$ cat config.mk
export PLATFORM = sky130hd
export DESIGN_NAME = genius_sequence_controller
export DESIGN_NICKNAME = d
export VERILOG_FILES = /design/src/rtl/genius_sequence_controller.sv
export SDC_FILE = /design/constraint.sdc
export NUM_CORES = 1
export LEC_CHECK = 0
export BUFFER_PORTS_ARGS = -buffer_cell sky130_fd_sc_hd__clkbuf_2
export CAP_MARGIN = 10
export CORE_MARGIN = 1.5
export CORE_UTILIZATION = 25
export CTS_CLUSTER_SIZE = 12
export DETAILED_ROUTE_END_ITERATION = 8
export PLACE_DENSITY_LB_ADDON = 0.3
export REMOVE_ABC_BUFFERS = 1
export SLEW_MARGIN = 20
export SYNTH_ARGS = -nofsm -noshare
export SYNTH_HDL_FRONTEND = slang
export SYNTH_SLANG_ARGS = --single-unit
export TNS_END_PERCENT = 50
$ cat constraint.sdc
create_clock -name clock -period 4.98 [get_ports clock]
set_input_delay 0.249 -clock clock [delete_from_list [all_inputs] [get_ports clock]]
set_output_delay 0.249 -clock clock [all_outputs]
set_load 0.1 [all_outputs]
$ cat src/rtl/genius_sequence_controller.sv
// genius_sequence_controller: control unit for the memory game.
// Plays ROM patterns 0..rodada on the LEDs each round, then checks the
// player's button presses against the same ROM entries.
// Every output is driven from a register; nothing reaches an output
// combinationally from botoes.

module genius_sequence_controller #(
   parameter int SHOW_ON_CYCLES = 4,
   parameter int GAP_CYCLES     = 2,
   parameter int TIMEOUT_CYCLES = 64,
   parameter int LAST_ROUND     = 15
) (
   input  logic       clock,
   input  logic       reset_n,
   input  logic       iniciar,
   input  logic [3:0] botoes,
   output logic [3:0] rom_address,
   input  logic [3:0] rom_data,
   output logic [3:0] leds,
   output logic [3:0] rodada,
   output logic       pronto,
   output logic       acertou,
   output logic       errou,
   output logic       timeout
);

   localparam int ON_W  = (SHOW_ON_CYCLES > 1) ? $clog2(SHOW_ON_CYCLES) : 1;
   localparam int GAP_W = (GAP_CYCLES > 1)     ? $clog2(GAP_CYCLES)     : 1;
   localparam int TO_W  = (TIMEOUT_CYCLES > 1) ? $clog2(TIMEOUT_CYCLES) : 1;

   localparam logic [ON_W-1:0]  ON_LAST   = ON_W'(SHOW_ON_CYCLES - 1);
   localparam logic [ON_W-1:0]  ON_ONE    = ON_W'(1);
   localparam logic [GAP_W-1:0] GAP_LAST  = GAP_W'(GAP_CYCLES - 1);
   localparam logic [GAP_W-1:0] GAP_ONE   = GAP_W'(1);
   localparam logic [TO_W-1:0]  TO_LAST   = TO_W'(TIMEOUT_CYCLES - 1);
   localparam logic [TO_W-1:0]  TO_ONE    = TO_W'(1);
   localparam logic [3:0]       ROUND_END = 4'(LAST_ROUND);

   typedef enum logic [2:0] {
      IDLE,
      SHOW_FETCH,
      SHOW_ON,
      SHOW_OFF,
      PLAY_WAIT,
      PLAY_CMP,
      WIN,
      LOSE
   } state_t;

   state_t           state;
   state_t           state_next;
   logic [3:0]       index;
   logic [3:0]       index_next;
   logic [3:0]       rodada_next;
   logic [ON_W-1:0]  on_timer;
   logic [ON_W-1:0]  on_timer_next;
   logic [GAP_W-1:0] gap_timer;
   logic [GAP_W-1:0] gap_timer_next;
   logic [TO_W-1:0]  timer;
   logic [TO_W-1:0]  timer_next;
   logic [3:0]       jogada;
   logic [3:0]       jogada_next;
   logic [3:0]       btn_prev;
   logic             timeout_cause;
   logic             timeout_cause_next;
   logic             press;

   // A press is the first cycle any button is down after all were released;
   // a button held from playback into the wait state never counts.
   assign press       = (botoes != 4'b0000) && (btn_prev == 4'b0000);
   assign rom_address = index;

   // State and datapath registers; reset aborts the game at once.
   always_ff @(posedge clock or negedge reset_n) begin
      if (!reset_n) begin
         state         <= IDLE;
         index         <= 4'd0;
         rodada        <= 4'd0;
         on_timer      <= '0;
         gap_timer     <= '0;
         timer         <= '0;
         jogada        <= 4'd0;
         btn_prev      <= 4'd0;
         timeout_cause <= 1'b0;
      end else begin
         state         <= state_next;
         index         <= index_next;
         rodada        <= rodada_next;
         on_timer      <= on_timer_next;
         gap_timer     <= gap_timer_next;
         timer         <= timer_next;
         jogada        <= jogada_next;
         btn_prev      <= botoes;
         timeout_cause <= timeout_cause_next;
      end
   end

   // Next-state logic: playback pacing, press capture, compare and round advance.
   always_comb begin
      state_next         = state;
      index_next         = index;
      rodada_next        = rodada;
      on_timer_next      = on_timer;
      gap_timer_next     = gap_timer;
      timer_next         = timer;
      jogada_next        = jogada;
      timeout_cause_next = timeout_cause;

      case (state)
         IDLE, WIN, LOSE: begin
            if (iniciar) begin
               rodada_next        = 4'd0;
               index_next         = 4'd0;
               timeout_cause_next = 1'b0;
               state_next         = SHOW_FETCH;
            end
         end

         SHOW_FETCH: begin
            on_timer_next = '0;
            state_next    = SHOW_ON;
         end

         SHOW_ON: begin
            if (on_timer == ON_LAST) begin
               gap_timer_next = '0;
               state_next     = SHOW_OFF;
            end else begin
               on_timer_next = on_timer + ON_ONE;
            end
         end

         SHOW_OFF: begin
            if (gap_timer == GAP_LAST) begin
               if (index == rodada) begin
                  index_next = 4'd0;
                  timer_next = '0;
                  state_next = PLAY_WAIT;
               end else begin
                  index_next = index + 4'd1;
                  state_next = SHOW_FETCH;
               end
            end else begin
               gap_timer_next = gap_timer + GAP_ONE;
            end
         end

         PLAY_WAIT: begin
            timer_next = timer + TO_ONE;
            if (press) begin
               jogada_next = botoes;
               state_next  = PLAY_CMP;
            end else if (timer == TO_LAST) begin
               timeout_cause_next = 1'b1;
               state_next         = LOSE;
            end
         end

         PLAY_CMP: begin
            if (jogada != rom_data) begin
               state_next = LOSE;
            end else if (index < rodada) begin
               index_next = index + 4'd1;
               timer_next = '0;
               state_next = PLAY_WAIT;
            end else if (rodada == ROUND_END) begin
               state_next = WIN;
            end else begin
               rodada_next = rodada + 4'd1;
               index_next  = 4'd0;
               state_next  = SHOW_FETCH;
            end
         end

         default: state_next = IDLE;
      endcase
   end

   // Output register stage: LEDs show ROM data only while lit, all-on after a win.
   always_ff @(posedge clock or negedge reset_n) begin
      if (!reset_n) begin
         leds    <= 4'b0000;
         pronto  <= 1'b0;
         acertou <= 1'b0;
         errou   <= 1'b0;
         timeout <= 1'b0;
      end else begin
         if (state == SHOW_ON) begin
            leds <= rom_data;
         end else if (state == WIN) begin
            leds <= 4'b1111;
         end else begin
            leds <= 4'b0000;
         end
         pronto  <= (state == WIN) || (state == LOSE);
         acertou <= (state == WIN);
         errou   <= (state == LOSE);
         timeout <= (state == LOSE) && timeout_cause;
      end
   end

endmodule

## After elaboration in Yosys (flattened, before gate mapping)

Cells that the tools add are included.
Widths: inputs -> output; s select.

| cells by class | value |
|---|---|
| equality and inequality tests | 25 |
| multiplexer cells | 37 |
| add/subtract/negate cells | 5 |
| reduce and logical (&&, ||, !) cells | 21 |
| order comparisons | 1 |

Operators with widths:

| kind | number |
|---|---|
| $mux 4 | 11 |
| $mux 3 | 9 |
| $mux 6 | 4 |
| $ne 2x2->1 const B | 11 |
| $pmux 3 s6 | 1 |
| $pmux 6 s3 | 1 |
| $reduce_and 5->1 | 3 |
| $eq 3x3->1 const B | 4 |
| $pmux 4 s3 | 1 |
| $add 4x1->4 const B | 2 |
| $pmux 4 s2 | 1 |
| $reduce_and 4->1 | 2 |
| $reduce_bool 2->1 | 4 |
| $add 6x1->6 const B | 1 |
| $eq 3x2->1 const B | 2 |
| $eq 6x6->1 const B | 1 |
| $ne 3x3->1 const B | 2 |
| $reduce_and 2->1 | 3 |
| $reduce_bool 3->1 | 2 |
| $mux 1 | 5 |
| $eq 4x4->1 | 1 |
| $eq 4x4->1 const B | 1 |
| $logic_not 4->1 | 1 |
| $lt 4x4->1 | 1 |
| other kinds (13) | 15 |

| word-level totals | value |
|---|---|
| output and inout port bits | 16 |
| flip-flop bits (word level) | 37 |
| logic and storage cells | 103 |
| input bits | 11 |

## Longest topological paths before layout

Gate-level depths: netlist of the first run.

| logic depth | value |
|---|---|
| depth after elaboration | 5 |
| mapped depth | 7 |
| depth with buffers taken out | 7 |

## Worst setup path after synthesis of the first run

OpenSTA, ideal clock, no wires.

| path | value |
|---|---|
| path kind | flip-flop to flip-flop |
| from | register rodada[1] |
| to | register state[0] |
| library setup time | 0.137 ns |
| stages on the path, launching flop included | 8 |
| period minus slack after synthesis | 2.683 ns |
| arrival | 2.546 ns |
| path buffers | 0 |
| required time | 4.843 ns |
| setup slack | 2.297 ns |
| path through | dfrtp_1 > inv_1 > ha_1 > nor2b_1 > o211ai_1 > a21oi_1 > a2111oi_1 > a21oi_1 |

| on the way | value |
|---|---|
| word-level cells in the longest chain between the ends | 5 |
| elaborated cells between the ends (all ways) | 9 |
| those cells by class | order compare: 1; eq/ne: 2; mux: 6 |

Ends and longest elaborated chain:

| item | RTL line | source |
|---|---|---|
| start, declared | 20 | `output logic [3:0] rodada,` |
| start signal, assigned | 88 | `rodada <= rodada_next;` |
| parallel branches: the longest is 4 deep, another holds $lt 4x4->1 | -- |  |
| $pmux 3 s6 * | 109 | `case (state)` |
| end signal, assigned | 86 | `state <= state_next;` |
| end, declared | 50 | `state_t state;` |

Mark *: on every way between the ends. The select of a mux whose other input is x is not followed.
A chain may end at the register's enable or synchronous reset.

## Final worst setup path of the first run

Same ends and word-level chain as after synthesis.

==> results of run 1 <==
[synthesized netlist by cell type (4+ instances only)]
cell type,number,share of area
ha_1,8,0.050
inv_1,12,0.023
nand4_1,4,0.013
mux2_2,4,0.023
o31ai_1,4,0.015
nand2_1,19,0.036
nand3_1,7,0.018
xor2_1,5,0.022
and3_1,4,0.013
nor2_1,17,0.032
dfrtp_1,37,0.46
o21ai_0,12,0.030
a21oi_1,7,0.018
[worst paths after layout]
check                                           start                 endpoint  slack (ns)  cells past startpoint
worst min-delay path                          reset_n    jogada[1]$_DFFE_PN0P_        0.08                      1
worst max register to register  rodada[1]$_DFFE_PN0P_     state[0]$_DFFE_PN0P_        2.70                      7
worst max-delay path            rodada[1]$_DFFE_PN0P_     state[0]$_DFFE_PN0P_        2.70                      7
max in group asynchronous                     reset_n  on_timer[1]$_DFFE_PN0P_        4.32                      1
min in group clock                          botoes[2]    btn_prev[2]$_DFF_PN0_        0.08                      1
worst min register to register   timer[5]$_DFFE_PN0P_     timer[5]$_DFFE_PN0P_        0.50                      1
[cell families after synthesis]
kind of cell               synth area share
buffers and inverters                0.0451
muxes                                0.0376
xor gates and xnor gates             0.0219
AOI/OAI and AO/OA                     0.220
and+or+nand+nor                       0.162
DFF                                   0.463
adders and majority gates            0.0501
[state kept, by name, summed over array words and instances, names as in the netlist, 2 cells and up]
register     flops
timer            6
btn_prev         4
jogada           4
leds             4
rodada           4
rom_address      4
state            3
on_timer         2
[worst max-delay path, stage by stage, from the launching register on]
cell	delay [ns]
dfrtp_1	0.41
inv_1	0.08
ha_1	0.29
nor2b_1	0.13
o211ai_1	0.42
a21oi_1	0.29
a2111oi_1	0.45
a21oi_1	0.07
[routing by layer]
metal,GRT usage,share of wire
met1,0.153,0.51
met3,0.0263,0.043
met4,0.0500,0.017
met2,0.174,0.43
met5,0,0
[report_power, final]
part | internal (mW) | switching [mW] | total (mW)
Clock | 0.150 | 0.118 | 0.268
Sequential | 0.371 | 0.0932 | 0.465
Combinational | 0.241 | 0.559 | 0.800
Total | 0.762 | 0.770 | 1.53
[final cells by class]
type,instances,area (sq um),area share
Clock buffer,5,68.8,0.0296
Sequential cell,37,926,0.398
Clock inverter,3,46.3,0.0199
Timing Repair Buffer,26,130,0.0559
Tap cell,102,128,0.0549
Multi-Input combinational cell,142,982,0.422
Inverter,12,45.0,0.0194
[through the flow]
stage | worst slack [ns] | power (mW) | area [sq um] | std cells
2_1_floorplan | 2.30 | 1.10 | 1950 | 191
3_3_place_gp | 2.81 | 1.26 | 2210 | 319
3_5_place_dp | 2.77 | 1.27 | 2210 | 319
4_1_cts | 2.73 | 1.54 | 2330 | 327
5_1_grt | 2.52 | 1.64 | 2330 | 327
6_report | 2.70 | 1.53 | 2330 | 327
==> out/qor.yml, run 1 <==
run_status:
  outcome: "finished, final reports clean"
timing:
  setup_viol: 0
  final_hold_viol_count: 0
  fmaxAchievable_mhz: 439
  relSlewSlack: 0.377
  min_period_ns: 2.28
  grt_setup_unrepaired: "false"
  fin_setup_tns_ns: 0
  worstMarginPinSlew_ns: 0.934
  finalCritPeriodShare: 0.457
  slew_viol_final: 0
  whs_ns: 0.0798
  finClkSkew_ns: 0.0112
setup_path:
  crit_type: "register to register"
  arrival_ns: 2.45
  required_ns: 5.16
  path_max_fanout: 7
  end_kind: "register"
  cp-start-kind: "register"
clock_tree:
  cts_buffers: 5
  clock_latency_ns: 0.30
  cts_sinks: 37
  clkTransAtPathRegs_ns: 0.09
  post-cts-setup-buffer-count: 0
  h-tree-depth: 2
  cts-root-buf: "clkbuf_8"
  cts_resized: 0
  cts_tree: "built"
  cts_hold_buffers: 0
  clockBufferDepth: 2
pwr:
  ir_drop_mv: 0.319
  p_leak_nw: 1.11
  power_density_mw_per_mm2: 659
global_route:
  overflow: 0
  antenna_found_initial: 0
  grt_pass1_vias: 1573
  grt_pass1_wl_microns: 7510
  grt_max_degree: 38
  grt_use_total: 0.114
synthesis:
  syn_inst: 197
  postSynthAreaPerCell_sq_um: 10.1
  syn_area_sq_mm: 0.00200
  synth_edf_count: 0
  yosys_warnings: 0
  yosysUniqueCellTypes: 51
  async_reset_ff_frac: 1.00
  ys_seq_area_frac: 0.463
  yosys_most_used_dff: "dfrtp_1"
  synth-seq-cells: 37
finish:
  area_delta_synth_final_pct: 16.4
  layout_commonest_cell: "dfrtp_1"
  diodes: 0
  fillers: 815
  nets: 243
  postLayoutCoreUtil: 0.301
  final_cell_mix: "37 x dfrtp_1, 26 x clkbuf_2, 19 x nand2_1"
  drive_gt1_frac: 0.196
floorplan:
  row_count: 32
  design.die.area_sq_mm: 0.00854
  initial_core_util: 0.259
  ios: 27
  die_h_microns: 92.4
  die_w_microns: 92.4
  core_area_sq_mm: 0.00773
place:
  hpwl_microns: 3290
  place_congestion: 0.764
  port_buffers: 26
detailed_routing:
  drc_errors: 0
  drtAntennaViolNets: 0
  finalWirelength_microns: 4410
  vias: 1562
  avgRoutedWirePerCell_microns: 13.5
  first_iter_violations: 85
  vias_per_cell: 4.78
  drtPass1Iterations: 4
job:
  timing.max_cap.violations: 0
worst_hold_path:
  hold_class: "primary input to asynchronous set/reset pin"
Note: power is estimated with default switching activity, not from simulation.
==> run 2, diff against run 1 <==
==> constraint.sdc (replaced) <==
create_clock -name clock -period 1.87 [get_ports clock]
set_input_delay 0.0935 -clock clock [delete_from_list [all_inputs] [get_ports clock]]
set_output_delay 0.0935 -clock clock [all_outputs]
set_load 0.1 [all_outputs]
==> run 2 against run 1 <==
The flow now finishes with violations (negative setup slack). Hold slack worse by 0.028 ns. Fmax up 21%. Core utilization up 5.5 points. Register-to-register slack worse by 2.7 ns. First-iteration DRC count up 9.4%. Flip-flop and latch count unchanged. Largest cell class unchanged.
==> out/qor.yml, run 2 (same netlist as run 1, synthesis figures left out) <==
detailed_routing:
  finalWirelength_microns: 4870
  vias_per_cell: 4.70
  vias: 1728
  drtAntennaViolNets: 0
  avgRoutedWirePerCell_microns: 13.2
  drtPass1Iterations: 4
  first_iter_violations: 93
  drc_errors: 0
finish:
  layout_commonest_cell: "dfrtp_1"
  final_cell_mix: "37 x dfrtp_1, 35 x buf_4, 26 x clkbuf_2"
  top_register: "timer"
  largest_reg_flops: 6
  diodes: 0
  drive_gt1_frac: 0.376
  nets: 284
  postLayoutCoreUtil: 0.356
  stdcell_count: 368
  fillers: 780
  area_delta_synth_final_pct: 37.8
place:
  hpwl_microns: 3550
  place_inst: 353
  place_congestion: 0.758
  port_buffers: 26
timing:
  grt_setup_unrepaired: "true"
  fmaxAchievable_mhz: 531
  min_period_ns: 1.88
  worstMarginPinSlew_ns: 0.552
  setup_slack_ns: -0.0136
  relSlewSlack: 0.634
  final_hold_viol_count: 0
  finClkSkew_ns: 0.00793
  setup_viol: 2
  finalCritPeriodShare: 1.01
  slew_viol_final: 0
pwr:
  p_leak_nw: 1.33
  power_density_mw_per_mm2: 1720
  ir_drop_mv: 0.944
setup_path:
  ff2ff_path_depth: 7
  required_ns: 2.05
  path_max_fanout: 7
  cp-start-kind: "register"
  arrival_ns: 2.06
  crit_type: "register to register"
  r2r_setup_slack_ns: -0.01
  end_kind: "register"
floorplan:
  ios: 27
  initial_core_util: 0.259
  die_w_microns: 92.4
  die_h_microns: 92.4
  core_area_sq_mm: 0.00773
  design.die.area_sq_mm: 0.00854
  row_count: 32
global_route:
  grt_max_degree: 38
  grt_use_met1: 0.166
  overflow: 0
  grt.met3_usage: 0.0255
  grt-busiest-layer: "met2"
  grt_use_met2: 0.185
  grt_use_total: 0.121
  grt_pass1_vias: 1606
  antenna_found_initial: 0
  grt_pass1_wl_microns: 8090
run_status:
  outcome: "finished with violations"
  violations: "negative setup slack"
worst_hold_path:
  whs_path_depth: 3
  hold_class: "primary input to register"
clock_tree:
  cts-root-buf: "clkbuf_8"
  h-tree-depth: 2
  cts_buffers: 5
  clkTransAtPathRegs_ns: 0.08
  cts_tree: "built"
  cts_sinks: 37
  clockBufferDepth: 2
  clock_latency_ns: 0.29
job:
  timing.max_cap.violations: 0
==> run 2: cell count changes in the layout (fill, tap and decap cells not counted), sizes merged <==
cell / before / now
buf: 0 / 36
dlygate4sd3: 0 / 5
==> run 2: power breakdown <==
group | internal, mW | total (mW) | leakage (nW) | switching [mW]
Sequential | 0.991 | 1.15 | 0.486 | 0.161
Clock | 0.399 | 0.716 | 0.0543 | 0.317
Combinational | 1.11 | 2.88 | 0.793 | 1.77
Total | 2.50 | 4.75 | 1.33 | 2.25
==> run 2: metrics by stage <==
step / power (mW) / cell area (sq um) / hold WS [ns] / setup WS [ns] / TNS (ns)
global placement: 3.80 / 2470 / 0.175 / 0.00854 / 0
global route: 5.08 / 2750 / 0.0705 / -0.136 / -1.19
CTS: 4.60 / 2660 / 0.0484 / -0.0234 / -0.0601
floorplan: 2.94 / 1950 / -0.202 / -0.813 / -10.33
detailed placement: 3.81 / 2470 / 0.175 / -0.0426 / -0.0760
finish: 4.75 / 2750 / 0.0518 / -0.0136 / -0.0148
==> run 2: area by class of cell <==
cell class	count	area, sq um	share of cell area
timing repair buffer	67	454	0.165
clock buffer	5	68.8	0.0250
tap	102	128	0.0463
clock inverter	3	46.3	0.0168
inverter	12	45.0	0.0164
multi-input combinational	142	1090	0.394
sequential	37	926	0.336
==> run 2: final timing paths <==
path,end,from
max in group asynchronous,rom_address[1]$_DFFE_PN0P_,reset_n
min in group asynchronous,leds[2]$_DFF_PN0_,reset_n
min,leds[1]$_DFF_PN0_,rom_data[1]
max,rodada[3]$_DFFE_PN0P_,rom_address[1]$_DFFE_PN0P_
min reg2reg,timer[2]$_DFFE_PN0P_,timer[2]$_DFFE_PN0P_
max reg2reg,rodada[3]$_DFFE_PN0P_,rom_address[1]$_DFFE_PN0P_
==> run 2: per-layer routing <==
layer | up-vias | share of wire
li1 | 861 | -
met4 | 0 | 0.013
met3 | 5 | 0.033
met2 | 32 | 0.46
met5 | - | 0
met1 | 830 | 0.49
==> run 2: worst max-delay path, cell delays in order, from the launching register on <==
cell,delay [ns]
dfrtp_1,0.41
ha_4,0.28
nor2b_4,0.12
o211ai_1,0.15
buf_4,0.19
a22oi_2,0.32
a41o_1,0.23
o221ai_2,0.08
==> run 2: timing repair <==
action / in CTS / in global routing
hold endpoints to repair: 41 / 0
setup endpoints to repair: 7 / 20
buffers inserted: 0 / 2
hold buffers: 5 / 0
pin swaps: 12 / 11
gates resized for setup: 7 / 19
gates cloned: 0 / 0
==> run 3, diff against run 2 <==
==> constraint.sdc (replaced) <==
create_clock -name clock -period 2.2 [get_ports clock]
set_input_delay 0.11 -clock clock [delete_from_list [all_inputs] [get_ports clock]]
set_output_delay 0.11 -clock clock [all_outputs]
set_load 0.1 [all_outputs]
==> run 3 against run 2 <==
The flow now finishes without violations. Core utilization fell by 4.1 points. Wire length fell by 7.3%. Register-to-register slack improved by 0.21 ns. Die area did not move. Clock power fell by 32%. Critical path depth did not move. Non-clock buffer count fell by 25. Via count fell by 6.8%. Clock-buffer cell count rose by 1. Critical path type unchanged. Highest routed layer unchanged.
==> out/qor.yml, run 3 (same netlist as run 1, synthesis figures left out) <==
finish:
  final_cell_mix: "37 x dfrtp_1, 26 x clkbuf_2, 19 x nand2_1"
  largest_reg_flops: 6
  top_register: "timer"
  stdcell_count: 342
  postLayoutCoreUtil: 0.315
  area_delta_synth_final_pct: 22.0
  diodes: 0
  layout_commonest_cell: "dfrtp_1"
  drive_gt1_frac: 0.229
  nets: 259
global_route:
  grt_max_degree: 38
  overflow: 0
  grt_pass1_wl_microns: 7670
  grt_use_total: 0.115
  grt_pass1_vias: 1636
  antenna_found_initial: 0
timing:
  setup_slack_ns: 0.194
  grt_setup_unrepaired: "false"
  whs_ns: 0.0911
  fin_setup_tns_ns: 0
  slew_viol_final: 0
  setup_viol: 0
  final_hold_viol_count: 0
  finalCritPeriodShare: 0.912
  fmaxAchievable_mhz: 499
  finClkSkew_ns: 0.00853
  relSlewSlack: 0.385
  worstMarginPinSlew_ns: 0.922
  min_period_ns: 2.01
pwr:
  ir_drop_mv: 0.637
  p_leak_nw: 1.17
  power_density_mw_per_mm2: 1450
setup_path:
  arrival_ns: 2.17
  cp-start-kind: "register"
  r2r-start: "rom_address[1]$_DFFE_PN0P_"
  r2r-end: "rodada[3]$_DFFE_PN0P_"
  path_max_fanout: 7
  cp_slowest_cell: "dfrtp_1"
  end_kind: "register"
  crit_type: "register to register"
  required_ns: 2.37
  ff2ff_path_depth: 7
  cp_cell_sequence: "ha_1 > nor2b_1 > o211ai_1 > buf_4 > a22oi_2 > a41o_1 > o221ai_1"
  slowest_delay_ns: 0.42
  r2r_setup_slack_ns: 0.19
place:
  pre_cts_slack_ns: 0.176
  place_inst: 329
  place_congestion: 0.787
  hpwl_microns: 3370
  port_buffers: 26
detailed_routing:
  drtPass1Iterations: 4
  avgRoutedWirePerCell_microns: 13.2
  finalWirelength_microns: 4510
  vias: 1610
  first_iter_violations: 73
  drc_errors: 0
  drtAntennaViolNets: 0
  vias_per_cell: 4.71
job:
  timing.max_cap.violations: 0
clock_tree:
  cts_sinks: 37
  clkTransAtPathRegs_ns: 0.08
  cts_tree: "built"
  h-tree-depth: 2
  cts-root-buf: "clkbuf_8"
  clock_latency_ns: 0.29
  cts_buffers: 5
  clockBufferDepth: 2
floorplan:
  die_w_microns: 92.4
  row_count: 32
  ios: 27
  core_area_sq_mm: 0.00773
  initial_core_util: 0.259
  design.die.area_sq_mm: 0.00854
  die_h_microns: 92.4
run_status:
  outcome: "finished, final reports clean"
worst_hold_path:
  holdCritStartpoint: "rom_data[2]"
  hold_class: "primary input to register"
  whs_endpoint: "leds[2]$_DFF_PN0_"
  whs_path_depth: 3
==> run 3: worst max-delay path by stage <==
stage | start | end
after floorplan | rodada[1]$_DFFE_PN0P_ | state[0]$_DFFE_PN0P_
after global placement | rom_address[1]$_DFFE_PN0P_ | timer[3]$_DFFE_PN0P_
after detailed placement | rom_address[1]$_DFFE_PN0P_ | timer[3]$_DFFE_PN0P_
after CTS | rom_address[1]$_DFFE_PN0P_ | timer[2]$_DFFE_PN0P_
after global routing | rom_address[1]$_DFFE_PN0P_ | timer[2]$_DFFE_PN0P_
final | rom_address[1]$_DFFE_PN0P_ | rodada[3]$_DFFE_PN0P_
==> run 3: area by class of cell <==
class                   instances  area (sq um)
fillers                       797          5290
multi-input cells             142           986
flip-flops and latches         37           926
repair buffers                 42           263
well taps                     102           128
clock buffers                   6          82.6
inverters                      12          45.0
clock inverters                 1          7.51
==> run 3: timing repair <==
| item | 4_1_cts | 5_1_grt |
|---|---|---|
| setup endpoints to repair | 0 | 3 |
| endpoints found under the hold margin | 41 | 0 |
| setup buffers | 0 | 1 |
| resized for setup | 0 | 1 |
| hold buffers | 5 | 0 |
==> run 3: metal layers <==
layer,track usage,vias to the layer above,routed length [microns]
met2,0.178,36,1970
met3,0.0353,6,204
met5,0,-,0
met4,0.0346,0,75
li1,-,808,-
met1,0.152,760,2270
==> run 3: per-stage QoR <==
| step | power (mW) | instance area (sq um) |
|---|---|---|
| global route | 3.80 | 2440 |
| CTS | 3.53 | 2430 |
| global placement | 3.02 | 2290 |
| floorplan | 2.50 | 1950 |
| finish | 3.54 | 2440 |
| detailed placement | 3.03 | 2290 |
==> run 3: power breakdown <==
group / total [mW] / internal [mW] / switching (mW)
registers: 0.999 / 0.842 / 0.157
clock network: 0.487 / 0.248 / 0.240
logic: 2.05 / 0.696 / 1.36
==> run 3: worst max-delay path: cells and delay by family, from the launching register on <==
family                     cells  cell delay (ns)
DFF                            1             0.42
adders and majority gates      1             0.31
AOI/OAI and AO/OA              4             0.83
buffers and inverters          1             0.20
and+or+nand+nor                1             0.13
